[config.mk]
export PLATFORM = sky130hd
export DESIGN_NAME = ifu_fetch_buf
export DESIGN_NICKNAME = d
export VERILOG_FILES = /design/src/rtl/ifu_fetch_buf.sv
export SDC_FILE = /design/constraint.sdc
export NUM_CORES = 1
export LEC_CHECK = 0
export BUFFER_PORTS_ARGS = -buffer_cell sky130_fd_sc_hd__buf_4
export CAP_MARGIN = 10
export CORE_UTILIZATION = 53
export DETAILED_ROUTE_END_ITERATION = 7
export PLACE_DENSITY = 0.87
export SKIP_LAST_GASP = 1
export SLEW_MARGIN = 15
export SYNTH_ARGS = -nofsm -noshare
export SYNTH_HDL_FRONTEND = slang
export SYNTH_SLANG_ARGS = --single-unit
export TNS_END_PERCENT = 5
[constraint.sdc]
create_clock -name clk -period 2.6 [get_ports clk]
set_input_delay 0.39 -clock clk [delete_from_list [all_inputs] [get_ports clk]]
set_output_delay 0.39 -clock clk [all_outputs]
set_load 0.1 [all_outputs]
[src/rtl/ifu_fetch_buf.sv]
// Instruction fetch buffer: reads 64-bit ITCM lines, splits them into two 32-bit
// instructions with their PCs, and hands them to decode over a valid/ready handshake.
module ifu_fetch_buf #(
  parameter int ITCM_AW = 11,
  parameter int DEPTH   = 4
) (
  input  logic                     clk,
  input  logic                     cpurst_n,
  input  logic [31:0]              boot_addr,
  input  logic                     redirect_valid,
  input  logic [31:0]              redirect_pc,
  output logic                     itcm_cs,
  output logic [ITCM_AW-1:0]       itcm_addr,
  input  logic [63:0]              itcm_rdata,
  output logic                     inst_valid,
  input  logic                     inst_ready,
  output logic [31:0]              inst,
  output logic [31:0]              inst_pc,
  output logic                     dbg_state,
  output logic [$clog2(DEPTH):0]   dbg_count
);

  // Handshake: the head entry transfers on any rising edge where inst_valid and
  // inst_ready are both high; inst/inst_pc hold until that transfer happens.

  localparam int PW = $clog2(DEPTH);
  localparam int CW = PW + 1;
  localparam logic [CW:0] OCC_MAX = (CW+1)'(DEPTH - 2);

  typedef enum logic {S_BOOT = 1'b0, S_RUN = 1'b1} state_t;

  state_t          state_q, state_d;
  logic [31:0]     fetch_pc_q;
  logic            inflight_q;
  logic            resp_odd_q;
  logic [28:0]     resp_line_q;
  logic [PW-1:0]   rd_ptr_q, wr_ptr_q, wr_ptr_p1;
  logic [CW-1:0]   count_q;
  logic [31:0]     mem_inst [DEPTH];
  logic [31:0]     mem_pc   [DEPTH];

  logic            issue, flush, resp, pop;
  logic [1:0]      push_n;
  logic [CW:0]     occ;

  always_ff @(posedge clk or negedge cpurst_n) begin
    if (!cpurst_n) state_q <= S_BOOT;
    else           state_q <= state_d;
  end

  always_comb begin
    state_d = state_q;
    if (state_q == S_BOOT) state_d = S_RUN;
  end

  // Each outstanding read reserves two slots so a response can never overflow.
  always_comb begin
    occ        = {1'b0, count_q} + {{(CW-1){1'b0}}, inflight_q, 1'b0};
    flush      = (state_q == S_RUN) && redirect_valid;
    issue      = (state_q == S_RUN) && !redirect_valid && (occ <= OCC_MAX);
    resp       = inflight_q && !flush;
    pop        = (count_q != '0) && inst_ready && !flush;
    push_n     = resp ? (resp_odd_q ? 2'd1 : 2'd2) : 2'd0;
    wr_ptr_p1  = wr_ptr_q + PW'(1);
    itcm_cs    = issue;
    itcm_addr  = fetch_pc_q[ITCM_AW+2:3];
    inst_valid = (count_q != '0);
    inst       = mem_inst[rd_ptr_q];
    inst_pc    = mem_pc[rd_ptr_q];
    dbg_state  = state_q;
    dbg_count  = count_q;
  end

  always_ff @(posedge clk or negedge cpurst_n) begin
    if (!cpurst_n) begin
      fetch_pc_q  <= '0;
      inflight_q  <= 1'b0;
      resp_odd_q  <= 1'b0;
      resp_line_q <= '0;
      rd_ptr_q    <= '0;
      wr_ptr_q    <= '0;
      count_q     <= '0;
      for (int i = 0; i < DEPTH; i++) begin
        mem_inst[i] <= '0;
        mem_pc[i]   <= '0;
      end
    end else begin
      if (state_q == S_BOOT)   fetch_pc_q <= boot_addr & 32'hFFFF_FFFC;
      else if (redirect_valid) fetch_pc_q <= redirect_pc & 32'hFFFF_FFFC;
      else if (issue)          fetch_pc_q <= (fetch_pc_q & 32'hFFFF_FFF8) + 32'd8;

      inflight_q <= issue;
      if (issue) begin
        resp_odd_q  <= fetch_pc_q[2];
        resp_line_q <= fetch_pc_q[31:3];
      end

      if (flush) begin
        rd_ptr_q <= '0;
        wr_ptr_q <= '0;
        count_q  <= '0;
      end else begin
        if (resp) begin
          // An odd-word entry point skips the lower half of the first line.
          if (resp_odd_q) begin
            mem_inst[wr_ptr_q] <= itcm_rdata[63:32];
            mem_pc[wr_ptr_q]   <= {resp_line_q, 3'b100};
            wr_ptr_q           <= wr_ptr_p1;
          end else begin
            mem_inst[wr_ptr_q]  <= itcm_rdata[31:0];
            mem_pc[wr_ptr_q]    <= {resp_line_q, 3'b000};
            mem_inst[wr_ptr_p1] <= itcm_rdata[63:32];
            mem_pc[wr_ptr_p1]   <= {resp_line_q, 3'b100};
            wr_ptr_q            <= wr_ptr_q + PW'(2);
          end
        end
        if (pop) rd_ptr_q <= rd_ptr_q + PW'(1);
        count_q <= count_q + CW'(push_n) - CW'(pop);
      end
    end
  end

endmodule

Word-level counts from Yosys, hierarchy flattened
Index checks and enable logic that the tools add are counted.
{ "word_totals": {"regBits": 327, "inputBits": 132, "output_inout_bits": 81, "word_cells": 77} }
{ "op_classes": {"addsub": 7, "magnitude_cmp": 6, "eq_ne": 1, "muxes": 29, "bitwise": 4, "n_reduce_logical": 14} }
{ "ops": {"columns": ["operator", "count"], "rows": [
  ["128-bit bitwise mux", 6],
  ["32-bit 2-to-1 mux", 9],
  ["128-bit 2-to-1 mux", 2],
  ["32-bit binary-select mux with 2-bit select", 2],
  ["32-bit demux with 2-bit select", 2],
  ["32-bit by 4-bit adder with 32-bit output (second input constant)", 1],
  ["2-bit 2-to-1 mux", 7],
  ["3-bit >= comparator (second input constant)", 3],
  ["2-bit inverter with 3-bit output", 3],
  ["1-bit logical AND", 8],
  ["3-bit by 1-bit < comparator with 1-bit output (second input constant)", 2],
  ["2-bit by 1-bit adder with 2-bit output (second input constant)", 2],
  ["3-bit by 2-bit adder with 4-bit output", 1],
  ["4-bit by 2-bit less-or-equal comparator with 1-bit output (second input constant)", 1],
  ["2-bit nonzero test", 2],
  ["3-bit by 2-bit adder with 3-bit output", 1],
  ["3-bit 2-to-1 mux", 1],
  ["3-bit by 2-bit inequality test with 1-bit output (second input constant)", 1],
  ["3-bit nonzero test", 1],
  ["3-bit by 1-bit subtractor with 3-bit output", 1],
  ["2-bit adder (second input constant)", 1],
  ["1-bit zero test", 2],
  ["2-bit AND reduction", 1],
  ["1-bit inverter", 1]
]} }

Longest topological paths before layout
Gate-level depths: netlist of the first run.
{ "logic_depth": {"depth_word": 8, "ltp_mapped": 13, "depth_no_buf": 11} }

Worst setup path after synthesis of the first run
Ideal clock, no wire load.
{ "synth_path": {"path_kind": "reg-to-reg", "from": "register count_q[1] (netlist: dbg_count[1])", "to": "register resp_line_q[22]", "setup_ns": 0.126, "t_arrival_ns": 3.440, "required_ns": 2.474, "path_slack_ns": -0.966, "stages_incl_launch_ff": 6, "path_buffers": 1, "synth_period_minus_slack_ns": 3.566, "path_cell_list": "dfrtp_1 > ha_1 > a211o_1 > nor2_1 > clkbuf_1 > mux2_2"} }
{ "synth_via": {"elab_chain_len": 3} }
{ "synth_rtl": {"columns": ["item", "line", "source"], "rows": [
  ["start, declared", "38", "logic [CW-1:0] count_q;"],
  ["start signal, assigned", "118", "count_q <= count_q + CW'(push_n) - CW'(pop);"],
  ["3-bit by 2-bit adder with 4-bit output", "58", "occ = {1'b0, count_q} + {{(CW-1){1'b0}}, inflight_q, 1'b0};"],
  ["4-bit by 2-bit less-or-equal comparator with 1-bit output", "60", "issue = (state_q == S_RUN) && !redirect_valid && (occ <= OCC_MAX);"],
  ["1-bit logical AND", "60", null],
  ["via itcm_cs", "12", "output logic itcm_cs,"],
  ["end signal, assigned", "95", "resp_line_q <= fetch_pc_q[31:3];"],
  ["end, declared", "36", "logic [28:0] resp_line_q;"]
]} }
The timed path passes the listed nets, and every way through them passes these cells.
A chain may end at the register's enable or synchronous reset.

Final worst setup path of the first run
{ "layout_path": {"from": "register inflight_q", "to": "output itcm_cs"} }
{ "layout_via": {"elab_chain_len": 3} }
{ "layout_rtl": {"columns": ["item", "line", "source"], "rows": [
  ["start, declared", "34", "logic inflight_q;"],
  ["start signal, assigned", "92", "inflight_q <= issue;"],
  ["3-bit by 2-bit adder with 4-bit output", "58", null],
  ["4-bit by 2-bit less-or-equal comparator with 1-bit output", "60", null],
  ["1-bit logical AND", "60", null],
  ["end, declared", "12", null]
]} }
No other way between the ends.

==> results of run 1 <==
-- layer usage --
| metal | track usage (%) | vias up | part of all wire (%) |
|---|---|---|---|
| met4 | 9.36 | 0 | 2.7 |
| met1 | 40.0 | 7009 | 38 |
| met3 | 5.85 | 136 | 11 |
| met5 | 0 | - | 0 |
| met2 | 48.6 | 921 | 48 |
| li1 | - | 6133 | - |
-- power groups by stage --
stage	Sequential (W)	Clock, W	Combinational [W]
after floorplan	0.00796	0	0.0130
after global placement	0.00808	0	0.0165
after detailed placement	0.00830	0	0.0169
after CTS	0.00825	0.00518	0.0171
after global routing	0.00850	0.00537	0.0180
final	0.00829	0.00513	0.0172
-- kinds of logic (layout without fill, tap and decap cells) --
kind of cell / after synthesis / in the layout / share of synthesized area, %
simple gates: 333 / 333 / 8.41
buf+inv: 173 / 347 / 4.23
flops: 325 / 325 / 47.9
xor+xnor: 8 / 8 / 0.413
other cells: 1 / 1 / 0.0221
compound gates: 509 / 509 / 19.8
mux: 213 / 213 / 18.4
fa+ha+maj: 10 / 10 / 0.782
-- state kept, by name, summed over array words and instances, names as in the netlist, 2 cells and up --
signal,flops
resp_line_q,29
mem_pc,128
mem_inst,128
wr_ptr_q,2
fetch_pc_q,30
rd_ptr_q,2
dbg_count,3
-- synthesized netlist by cell type, types with 6 or more instances --
cell	count	share of area [%]
sky130_fd_sc_hd__xnor2_1	6	0.31
sky130_fd_sc_hd__a21oi_1	99	2.9
sky130_fd_sc_hd__a2bb2oi_1	6	0.31
sky130_fd_sc_hd__a211oi_1	45	2.0
sky130_fd_sc_hd__clkbuf_2	6	0.18
sky130_fd_sc_hd__o21ai_0	97	2.9
sky130_fd_sc_hd__a21o_1	26	1.2
sky130_fd_sc_hd__mux2_2	148	9.8
sky130_fd_sc_hd__a22oi_1	103	4.6
sky130_fd_sc_hd__a31oi_1	41	1.5
sky130_fd_sc_hd__a22o_1	62	3.2
sky130_fd_sc_hd__nand3_1	14	0.41
sky130_fd_sc_hd__clkbuf_1	105	2.3
sky130_fd_sc_hd__buf_4	11	0.49
sky130_fd_sc_hd__mux4_2	64	8.5
sky130_fd_sc_hd__and2_1	11	0.41
sky130_fd_sc_hd__nor2_1	98	2.2
sky130_fd_sc_hd__buf_2	16	0.47
sky130_fd_sc_hd__inv_1	14	0.31
sky130_fd_sc_hd__nand4_1	9	0.33
sky130_fd_sc_hd__buf_1	20	0.44
sky130_fd_sc_hd__nor2b_1	6	0.22
sky130_fd_sc_hd__o31ai_1	8	0.35
sky130_fd_sc_hd__nand2_1	171	3.8
sky130_fd_sc_hd__ha_1	9	0.66
sky130_fd_sc_hd__dfrtp_1	325	48
-- cell type report --
cell class,count,share of cell area [%]
clock inverter,14,0.712
multi-input combinational,1074,40.3
inverter,15,0.276
tap,402,2.47
clock buffer,51,5.05
sequential,325,40.0
timing repair buffer,267,11.2
-- per-stage QoR --
step | total power [W] | instance area (um^2)
2_1_floorplan | 0.0210 | 17000
3_3_place_gp | 0.0246 | 19100
3_5_place_dp | 0.0252 | 19100
4_1_cts | 0.0305 | 20400
5_1_grt | 0.0318 | 20400
6_report | 0.0306 | 20400
-- final timing paths --
kind	start	endpoint	depth (start not counted)
min	boot_addr[3]	fetch_pc_q[3]$_DFFE_PN0P_	2
min reg2reg	mem_inst[84]$_DFFE_PN0P_	mem_inst[84]$_DFFE_PN0P_	1
min in group asynchronous	cpurst_n	mem_inst[116]$_DFFE_PN0P_	2
max reg2reg	dbg_count[2]$_DFF_PN0_	dbg_count[2]$_DFF_PN0_	11
max in group asynchronous	cpurst_n	mem_pc[101]$_DFFE_PN0P_	3
max	inflight_q$_DFF_PN0_	itcm_cs	4
-- critical path: stages (launching register included) --
cell and delay (ns):
sky130_fd_sc_hd__dfrtp_1 0.45, sky130_fd_sc_hd__ha_1 0.34, sky130_fd_sc_hd__a211o_2 0.45, sky130_fd_sc_hd__nor2_4 0.23
sky130_fd_sc_hd__buf_12 0.21
-- timing repair --
item | 4_1_cts | 5_1_grt
endpoints found under the hold margin | 63 | 0
buffers inserted | 0 | 0
cloned | 1 | 0
gates resized for setup | 3 | 4
setup endpoints to repair | 17 | 21
hold buffers | 1 | 0
==> reports/summary.md, run 1 <==
* finished, violations left — run status
* negative setup slack — violated checks
* 8150 um^2 — area taken by flip-flops and latches
* 208 — count of input and output buffers
* 32.2% — share of final-layout standard cells stronger than drive strength 1
* true — unrepaired setup endpoints after global routing
* 48400 um — DRT Wirelength
* 181 um — DIE HEIGHT
* 2148 — count of non-filler cells in the finished layout
* 2081 — post-placement cell count
* 65 — Cell Rows
* 0 — post-detailed-route DRC marker count
* 54 — number of different library cells in the post-synthesis netlist
* 14270 — vias in the first global route
* 0.06 ns — clock transition at the register clock pins on the worst setup and hold paths after CTS
* 9.05 nW — P_leak
* 0.147 ns — placement-stage worst setup slack
* 1 — # setup viols final
* 0 — number of flops mapped to enable cells by yosys
* 2.21 ns — Crit path required time
* 3 — clock buffer depth
* 29.7% — Overall Global Routing Usage
* 22.5 um — drt wl/cell
* 34.6% — relative slew slack
* 32700 um^2 — die outline area
* 0.53 ns — Skew-Pair Late Insertion Delay
* 0.0920 ns — Post-Route Hold Slack
* 318 x sky130_fd_sc_hd__dfrtp_1, 245 x sky130_fd_sc_hd__buf_4, 171 x sky130_fd_sc_hd__nand2_1, 148 x sky130_fd_sc_hd__mux2_2, 103 x sky130_fd_sc_hd__a22oi_1 — leading cell types in the layout, fill and taps excluded
* 0 — endpoints failing hold
* sky130_fd_sc_hd__clkbuf_16 — CTS Root Cell
* 31600 um^2 — core region area
* 6 — first drt pass iteration count
* reg -> out — start-to-end type of the worst setup path
* 0.07 ns — worst-case register-to-register setup slack
* 0 — global route overflow
* 0 — number of warnings reported in the yosys synthesis log
* 0.0165 ns — clock skew
* 100% — share of async-settable or async-resettable flops after synthesis
* 0 — residual antenna-violating net count after detailed routing
* 213 — num ports
* 325 — number of storage elements in the synthesis netlist
* 29700 um — placed wire-length estimate
* 27.1% — Seq pwr share
* 2.61 ns — shortest clock period the worst path allows after layout
* 0.880 — routability congestion estimate
* sky130_fd_sc_hd__dfrtp_1 — dominant register cell in the synthesized netlist
* 1572 — gate count of the mapped netlist
* 2301 — filler instances
* 0.0152 W — NetSw
* 2.22 ns — signal arrival time at the worst endpoint
* 191 — maximum number of pins on one net before global-route repair
* 0.0154 W — cell internal pwr
* 47.9% — sequential element share of the synthesized area
* 56.2% — combinational share of power
* 0 — antenna diode count
* 8210 um^2 — area of combinational cells with multiple inputs
* 100% — final period utilization
* in -> reg — Tightest Hold Check Type
* 53.8% — effective utilization at floorplan
* 10.8 um^2 — Post-Synthesis Mean Instance Area
* sky130_fd_sc_hd__dfrtp_1 — most common library cell in the layout ignoring fill and taps
* 17000 um^2 — post-synthesis cell area
* done — CTS tree
* -0.00973 ns — Final TNS setup
* 383 MHz — Peak Freq
* 0 — reported max-cap violation count
* 1808 — number of DRC markers in iteration 0
* 5 — CP Max Fanout
* 1861 — final-stage net count
* 0 — count of pins over their slew limit
* 325 — number of sinks driven by the clock tree
* 64.6% — end-of-flow core utilization
* 1500 nW/um^2 — power per standard cell area
* 0.978 ns — measured slew at the worst slew-check pin
* primary output — Critical Path End Type
* 6.61 — mean number of vias per cell
* 0.00174 V — maximum ir drop on the vdd rail
* 77400 um — global-route wire length before repair
* 36 — clock buffer count from CTS
* -0.00973 ns — PnR worst setup slack
* 20.1% — layout-stage area growth over the synthesis result
* 0 — initial antenna violation count
* 181 um — Chip Width
* 16.8% — Clk pwr share
* flop — sort of element at the start of the critical path
* 1714 — Post-Synthesis Net Count
* 49.6% — switching portion of total power
* 14199 — vias after detailed routing
* 2 — CTS H-tree depth
(Power assumes the default switching activity.)
==> run 2, diff against run 1 <==
GPL_TIMING_DRIVEN = 0   (was not set)
==> run 2 against run 1 <==
Compared with the run above:
- the flow finishes with violations (design-rule violations, negative setup slack)
- power is 1.7% higher
- non-clock buffer count is 94 higher
- die area stayed put
- critical path type unchanged
==> reports/summary.md, run 2 (synthesis gave the netlist of run 1 again) <==
* 53.8% — effective utilization at floorplan, unchanged
* in -> reg — Tightest Hold Check Type, unchanged
* met2 — layer with the highest usage, unchanged
* design-rule violations, negative setup slack — violated checks, was negative setup slack
* -0.161 ns — PnR worst setup slack, was -0.00973 ns
* 7.32% — routing usage on met3, was 5.85%
* 31600 um^2 — core region area, unchanged
* 0 — residual antenna-violating net count after detailed routing, unchanged
* 10 — CP Max Fanout, was 5
* 0.53 ns — Skew-Pair Late Insertion Delay, about the same
* 3 — post-detailed-route DRC marker count, was 0
* 0.59 ns — maximum single-stage delay on the critical path, was 0.45 ns
* 0.00117 V — maximum ir drop on the vdd rail, was 0.00174 V
* 0 — endpoints failing hold, unchanged
* 0 — antenna diode count, unchanged
* 0 — count of pins over their slew limit, unchanged
* 32700 um^2 — die outline area, unchanged
* 2164 — number of DRC markers in iteration 0, was 1808
* sky130_fd_sc_hd__dfrtp_1 — most common library cell in the layout ignoring fill and taps, unchanged
* 1955 — final-stage net count, was 1861
* 40.4% — relative slew slack, was 34.6%
* finished, violations left — run status, unchanged
* 0.0311 W — total power, was 0.0306 W
* 23.7 um — drt wl/cell, was 22.5 um
* 36200 um — placed wire-length estimate, was 29700 um
* wr_ptr_q[0]$_DFFE_PN0P_ — r2r startpoint, was dbg_count[2]$_DFF_PN0_
* 320 x sky130_fd_sc_hd__dfrtp_1, 207 x sky130_fd_sc_hd__buf_4, 171 x sky130_fd_sc_hd__nand2_1, 148 x sky130_fd_sc_hd__mux2_2, 103 x sky130_fd_sc_hd__a22oi_1 — leading cell types in the layout, fill and taps excluded, was 318 x sky130_fd_sc_hd__dfrtp_1, 245 x sky130_fd_sc_hd__buf_4, 171 x sky130_fd_sc_hd__nand2_1, 148 x sky130_fd_sc_hd__mux2_2, 103 x sky130_fd_sc_hd__a22oi_1
* 36 — clock buffer count from CTS, unchanged
* 213 — num ports, unchanged
* 0.0257 ns — clock skew, was 0.0165 ns
* 0.887 ns — measured slew at the worst slew-check pin, was 0.978 ns
* 181 um — Chip Width, unchanged
* 15259 — vias in the first global route, was 14270
* 32.5% — Overall Global Routing Usage, was 29.7%
* 2 — CTS H-tree depth, unchanged
* clkdlybuf4s15_2 -> mux4_2 -> buf_4 — ordered cell list for the critical path, was ha_1 -> a211o_2 -> nor2_4 -> buf_12
* 325 — number of sinks driven by the clock tree, unchanged
* 65.1% — end-of-flow core utilization, was 64.6%
* 21.0% — layout-stage area growth over the synthesis result, was 20.1%
* 2243 — count of non-filler cells in the finished layout, was 2148
* 106% — final period utilization, was 100%
* sky130_fd_sc_hd__mux4_2 — cell at the slowest stage of the critical path, was sky130_fd_sc_hd__dfrtp_1
* 1 — initial antenna violation count, was 0
* 0.982 — routability congestion estimate, was 0.880
* 106 — maximum number of pins on one net before global-route repair, was 191
* boot_addr[3] — Worst Min Path Start, unchanged
* -0.15 ns — worst-case register-to-register setup slack, was 0.07 ns
* rd_ptr_q[0]$_DFFE_PN0P_ — CP Launch Point, was inflight_q$_DFF_PN0_
* 2 — CP Buf/Inv Count, was 1
* sky130_fd_sc_hd__clkbuf_16 — CTS Root Cell, unchanged
* 3 — clock buffer depth, unchanged
* 362 MHz — Peak Freq, was 383 MHz
* buffers and inverters — family of cells with the greatest summed delay on the critical path, was flip-flops
* 1520 nW/um^2 — power per standard cell area, was 1500 nW/um^2
* -7.91 ns — Final TNS setup, was -0.00973 ns
* 9.10 nW — P_leak, was 9.05 nW
* 131 — # setup viols final, was 1
* 0.07 ns — clock transition at the register clock pins on the worst setup and hold paths after CTS, was 0.06 ns
* 14903 — vias after detailed routing, was 14199
* flop — sort of element at the start of the critical path, unchanged
* 200 — count of input and output buffers, was 208
* 0 — reported max-cap violation count, unchanged
* 8 — first drt pass iteration count, was 6
* mem_inst: 128 flops, mem_pc: 128 flops, fetch_pc_q: 30 flops — Largest regs, unchanged
* 53100 um — DRT Wirelength, was 48400 um
* 0 — global route overflow, unchanged
* true — unrepaired setup endpoints after global routing, unchanged
* 41.6% — met1 routing resource usage after global routing, was 40.0%
* 2177 — post-placement cell count, was 2081
* reg -> out — start-to-end type of the worst setup path, unchanged
* 65 — Cell Rows, unchanged
* 53.9% — global routing usage on met2, was 48.6%
* 2.21 ns — Crit path required time, about the same
* 83300 um — global-route wire length before repair, was 77400 um
* 6.64 — mean number of vias per cell, was 6.61
* 2.76 ns — shortest clock period the worst path allows after layout, was 2.61 ns
* 30.1% — share of final-layout standard cells stronger than drive strength 1, was 32.2%
* 181 um — DIE HEIGHT, unchanged
* done — CTS tree, unchanged
* 2.37 ns — signal arrival time at the worst endpoint, was 2.22 ns
* primary output — Critical Path End Type, unchanged
## run 2: cell types whose count changed in the layout (fill, tap and decap cells not counted), sizes merged
cell / before / now
buf: 266 / 250
clkdlybuf4s15: 0 / 2
inv: 16 / 17
bufinv: 2 / 1
clkinvlp: 1 / 0
clkbuf: 51 / 166
clkinv: 10 / 5
## run 2: cell type report
type                    count  area [um^2]
plain buffers             155          782
clock buffers              58         1120
clock inverters             8         76.3
fillers                  2302        11000
inverters                  15         56.3
multi-input cells        1074         8180
flip-flops and latches    325         8140
well taps                 402          503
repair buffers            206         1660
## run 2: per-layer routing
metal	part of all wire (%)	vias to the layer above
met1	37	7258
met2	48	1115
met5	0	-
met3	12	203
met4	3.7	0
li1	-	6327
## run 2: power by group
group	switching (W)	internal, W
Combinational	0.0121	0.00546
Clock	0.00212	0.00307
Sequential	0.00141	0.00696
Total	0.0156	0.0155
## run 2: repair_timing
item                       in CTS  in global routing
hold buffers                    1                  0
gates resized for setup        62                 24
setup buffers                   2                  0
pin swaps                       1                  0
hold endpoints to repair      100                  0
setup endpoints to repair     240                224
## run 2: path summary, 6_finish.rpt
check | endpoint | cells past startpoint
setup / recovery | inst[22] | 3
hold / removal | fetch_pc_q[3]$_DFFE_PN0P_ | 2
setup reg to reg | mem_inst[27]$_DFFE_PN0P_ | 9
hold reg to reg | mem_inst[8]$_DFFE_PN0P_ | 2
max in group asynchronous | resp_line_q[10]$_DFFE_PN0P_ | 5
min in group asynchronous | mem_inst[115]$_DFFE_PN0P_ | 2
## run 2: metrics by stage
stage	setup WS, ns	hold slack, ns	area (um^2)
CTS	-0.162	0.0827	20500
floorplan	-0.145	0.0944	17000
finish	-0.161	0.0920	20500
detailed placement	-0.855	0.465	19100
global route	-0.225	0.0940	20500
global placement	-2.28	0.454	19000
==> run 3, diff against run 2 <==
PLACE_DENSITY = 0.88   (was 0.87)
==> run 3 against run 2 <==
Compared with the run above:
- the run ends with negative setup slack left
- clock skew increased by 0.0048 ns
- combinational power about the same
- sequential cell count unchanged
- sequential share of layout area decreased by 0.19 points
- fmax increased by 0.56%
- largest power group unchanged
- register-to-register slack improved by 0.05 ns
- first-iteration DRC count decreased by 6.2%
- setup slack improved by 0.015 ns
- critical path type unchanged
==> reports/summary.md, run 3 (synthesis gave the netlist of run 1 again) <==
* finished, violations left — run status, unchanged
* negative setup slack — violated checks, was design-rule violations, negative setup slack
* 2242 — count of non-filler cells in the finished layout, was 2243
* 9.14 nW — P_leak, was 9.10 nW
* 31600 um^2 — core region area, unchanged
* 0 — reported max-cap violation count, unchanged
* 84200 um — global-route wire length before repair, was 83300 um
* 364 MHz — Peak Freq, was 362 MHz
* 53800 um — DRT Wirelength, was 53100 um
* -0.145 ns — PnR worst setup slack, was -0.161 ns
* 181 um — DIE HEIGHT, unchanged
* 24.0 um — drt wl/cell, was 23.7 um
* done — CTS tree, unchanged
* 0.0306 ns — clock skew, was 0.0257 ns
* 14951 — vias after detailed routing, was 14903
* 10 — CP Max Fanout, unchanged
* 213 — num ports, unchanged
* 0 — global route overflow, unchanged
* 36 — clock buffer count from CTS, unchanged
* true — unrepaired setup endpoints after global routing, unchanged
* 0.989 — routability congestion estimate, was 0.982
* 0 — residual antenna-violating net count after detailed routing, unchanged
* 200 — count of input and output buffers, unchanged
* 106% — final period utilization, about the same
* 3 — clock buffer depth, unchanged
* 0.06 ns — clock transition at the register clock pins on the worst setup and hold paths after CTS, was 0.07 ns
* 1530 nW/um^2 — power per standard cell area, was 1520 nW/um^2
* 320 x sky130_fd_sc_hd__dfrtp_1, 210 x sky130_fd_sc_hd__buf_4, 170 x sky130_fd_sc_hd__nand2_1, 148 x sky130_fd_sc_hd__mux2_2, 103 x sky130_fd_sc_hd__a22oi_1 — leading cell types in the layout, fill and taps excluded, was 320 x sky130_fd_sc_hd__dfrtp_1, 207 x sky130_fd_sc_hd__buf_4, 171 x sky130_fd_sc_hd__nand2_1, 148 x sky130_fd_sc_hd__mux2_2, 103 x sky130_fd_sc_hd__a22oi_1
* 2177 — post-placement cell count, unchanged
* 2 — count of cells along the worst hold path, unchanged
* 6.67 — mean number of vias per cell, was 6.64
* 36800 um — placed wire-length estimate, was 36200 um
* 2 — CTS H-tree depth, unchanged
* primary output — Critical Path End Type, unchanged
* fetch_pc_q[9]$_DFFE_PN0P_ — Hold EP, was fetch_pc_q[3]$_DFFE_PN0P_
* 0.783 ns — measured slew at the worst slew-check pin, was 0.887 ns
* reg -> out — start-to-end type of the worst setup path, unchanged
* 181 um — Chip Width, unchanged
* 65 — Cell Rows, unchanged
* sky130_fd_sc_hd__dfrtp_1 — most common library cell in the layout ignoring fill and taps, unchanged
* 0 — initial antenna violation count, was 1
* in -> reg — Tightest Hold Check Type, unchanged
* 21.6% — layout-stage area growth over the synthesis result, was 21.0%
* 56 — # setup viols final, was 131
* 0.00134 V — maximum ir drop on the vdd rail, was 0.00117 V
* flop — sort of element at the start of the critical path, unchanged
* 6 — first drt pass iteration count, was 8
* boot_addr[9] — Worst Min Path Start, was boot_addr[3]
* -0.10 ns — worst-case register-to-register setup slack, was -0.15 ns
* 0 — endpoints failing hold, unchanged
* 2.75 ns — shortest clock period the worst path allows after layout, was 2.76 ns
* 2.21 ns — Crit path required time, about the same
* 15095 — vias in the first global route, was 15259
* 32700 um^2 — die outline area, unchanged
* 32.8% — Overall Global Routing Usage, was 32.5%
* dbg_count[0]$_DFF_PN0_ — r2r startpoint, was wr_ptr_q[0]$_DFFE_PN0P_
* 0 — post-detailed-route DRC marker count, was 3
* mem_inst: 128 flops, mem_pc: 128 flops, fetch_pc_q: 30 flops — Largest regs, unchanged
* 0 — antenna diode count, unchanged
* 2029 — number of DRC markers in iteration 0, was 2164
* 11 — R2R cell count, was 9
* 109 — maximum number of pins on one net before global-route repair, was 106
* 47.8% — relative slew slack, was 40.4%
* 0.54 ns — Skew-Pair Late Insertion Delay, was 0.53 ns
* 2.36 ns — signal arrival time at the worst endpoint, was 2.37 ns
* 0.0776 ns — Post-Route Hold Slack, was 0.0920 ns
* 30.7% — share of final-layout standard cells stronger than drive strength 1, was 30.1%
* 2246 — filler instances, was 2302
* 325 — number of sinks driven by the clock tree, unchanged
* sky130_fd_sc_hd__clkbuf_16 — CTS Root Cell, unchanged
* 1958 — final-stage net count, was 1955
* 53.8% — effective utilization at floorplan, unchanged
* 0 — count of pins over their slew limit, unchanged
* dbg_count[2]$_DFF_PN0_ — Reg-to-Reg End, was mem_inst[27]$_DFFE_PN0P_
-- run 3: worst max-delay path by stage --
stage | from | end | cells past startpoint
floorplan | dbg_count[2]$_DFF_PN0_ | dbg_count[2]$_DFF_PN0_ | 11
global placement | cpurst_n | dbg_count[2]$_DFF_PN0_ | 1
detailed placement | resp_odd_q$_DFFE_PN0P_ | dbg_count[2]$_DFF_PN0_ | 13
CTS | dbg_state$_DFF_PN0_ | dbg_count[2]$_DFF_PN0_ | 12
global route | dbg_count[0]$_DFF_PN0_ | dbg_count[2]$_DFF_PN0_ | 11
finish | rd_ptr_q[1]$_DFFE_PN0P_ | inst[3] | 4
-- run 3: metrics by stage --
| stage | area, um^2 | worst slack [ns] | util (%) | setup TNS, ns | total power (W) |
|---|---|---|---|---|---|
| after floorplan | 17000 | -0.145 | - | -0.145 | 0.0210 |
| after global placement | 19000 | -2.24 | 60.2 | -570.75 | 0.0247 |
| after detailed placement | 19100 | -1.12 | 60.5 | -44.21 | 0.0253 |
| after CTS | 20500 | -0.213 | 65.0 | -22.22 | 0.0311 |
| after global routing | 20600 | -0.154 | 65.4 | -11.02 | 0.0326 |
| final | 20600 | -0.145 | 65.4 | -2.55 | 0.0316 |
-- run 3: critical path, stage by stage (launching register included) --
cell and delay [ns]:
sky130_fd_sc_hd__dfrtp_1 0.39, sky130_fd_sc_hd__clkbuf_2 0.33, sky130_fd_sc_hd__clkbuf_2 0.41, sky130_fd_sc_hd__mux4_2 0.42
sky130_fd_sc_hd__buf_4 0.26
-- run 3: routing by layer --
metal | GRT usage (%) | part of all wire, %
met1 | 42.4 | 37
met5 | 0 | 0
met3 | 7.08 | 11
met4 | 15.1 | 4.3
met2 | 53.3 | 48
-- run 3: what timing repair did --
item,CTS,global route
endpoints found under the hold margin,58,0
hold buffers,1,0
setup endpoints to repair,236,279
buffers inserted,1,4
resized for setup,51,57
pin swaps,1,6
-- run 3: area by class of cell --
cell class                 instances  area, um^2  area share [%]
buffer                           155         787            3.82
clock buffer                      48        1010            4.88
sequential                       325        8140            39.5
clock inverter                    14         253            1.23
inverter                          15        56.3           0.273
timing repair buffer             209        1670            8.10
tap                              402         503            2.44
multi-input combinational       1074        8210            39.8
-- run 3: power by group --
group | switching (W) | total (W) | internal (W)
clock network | 0.00218 | 0.00543 | 0.00325
logic | 0.0122 | 0.0178 | 0.00552
registers | 0.00143 | 0.00839 | 0.00696
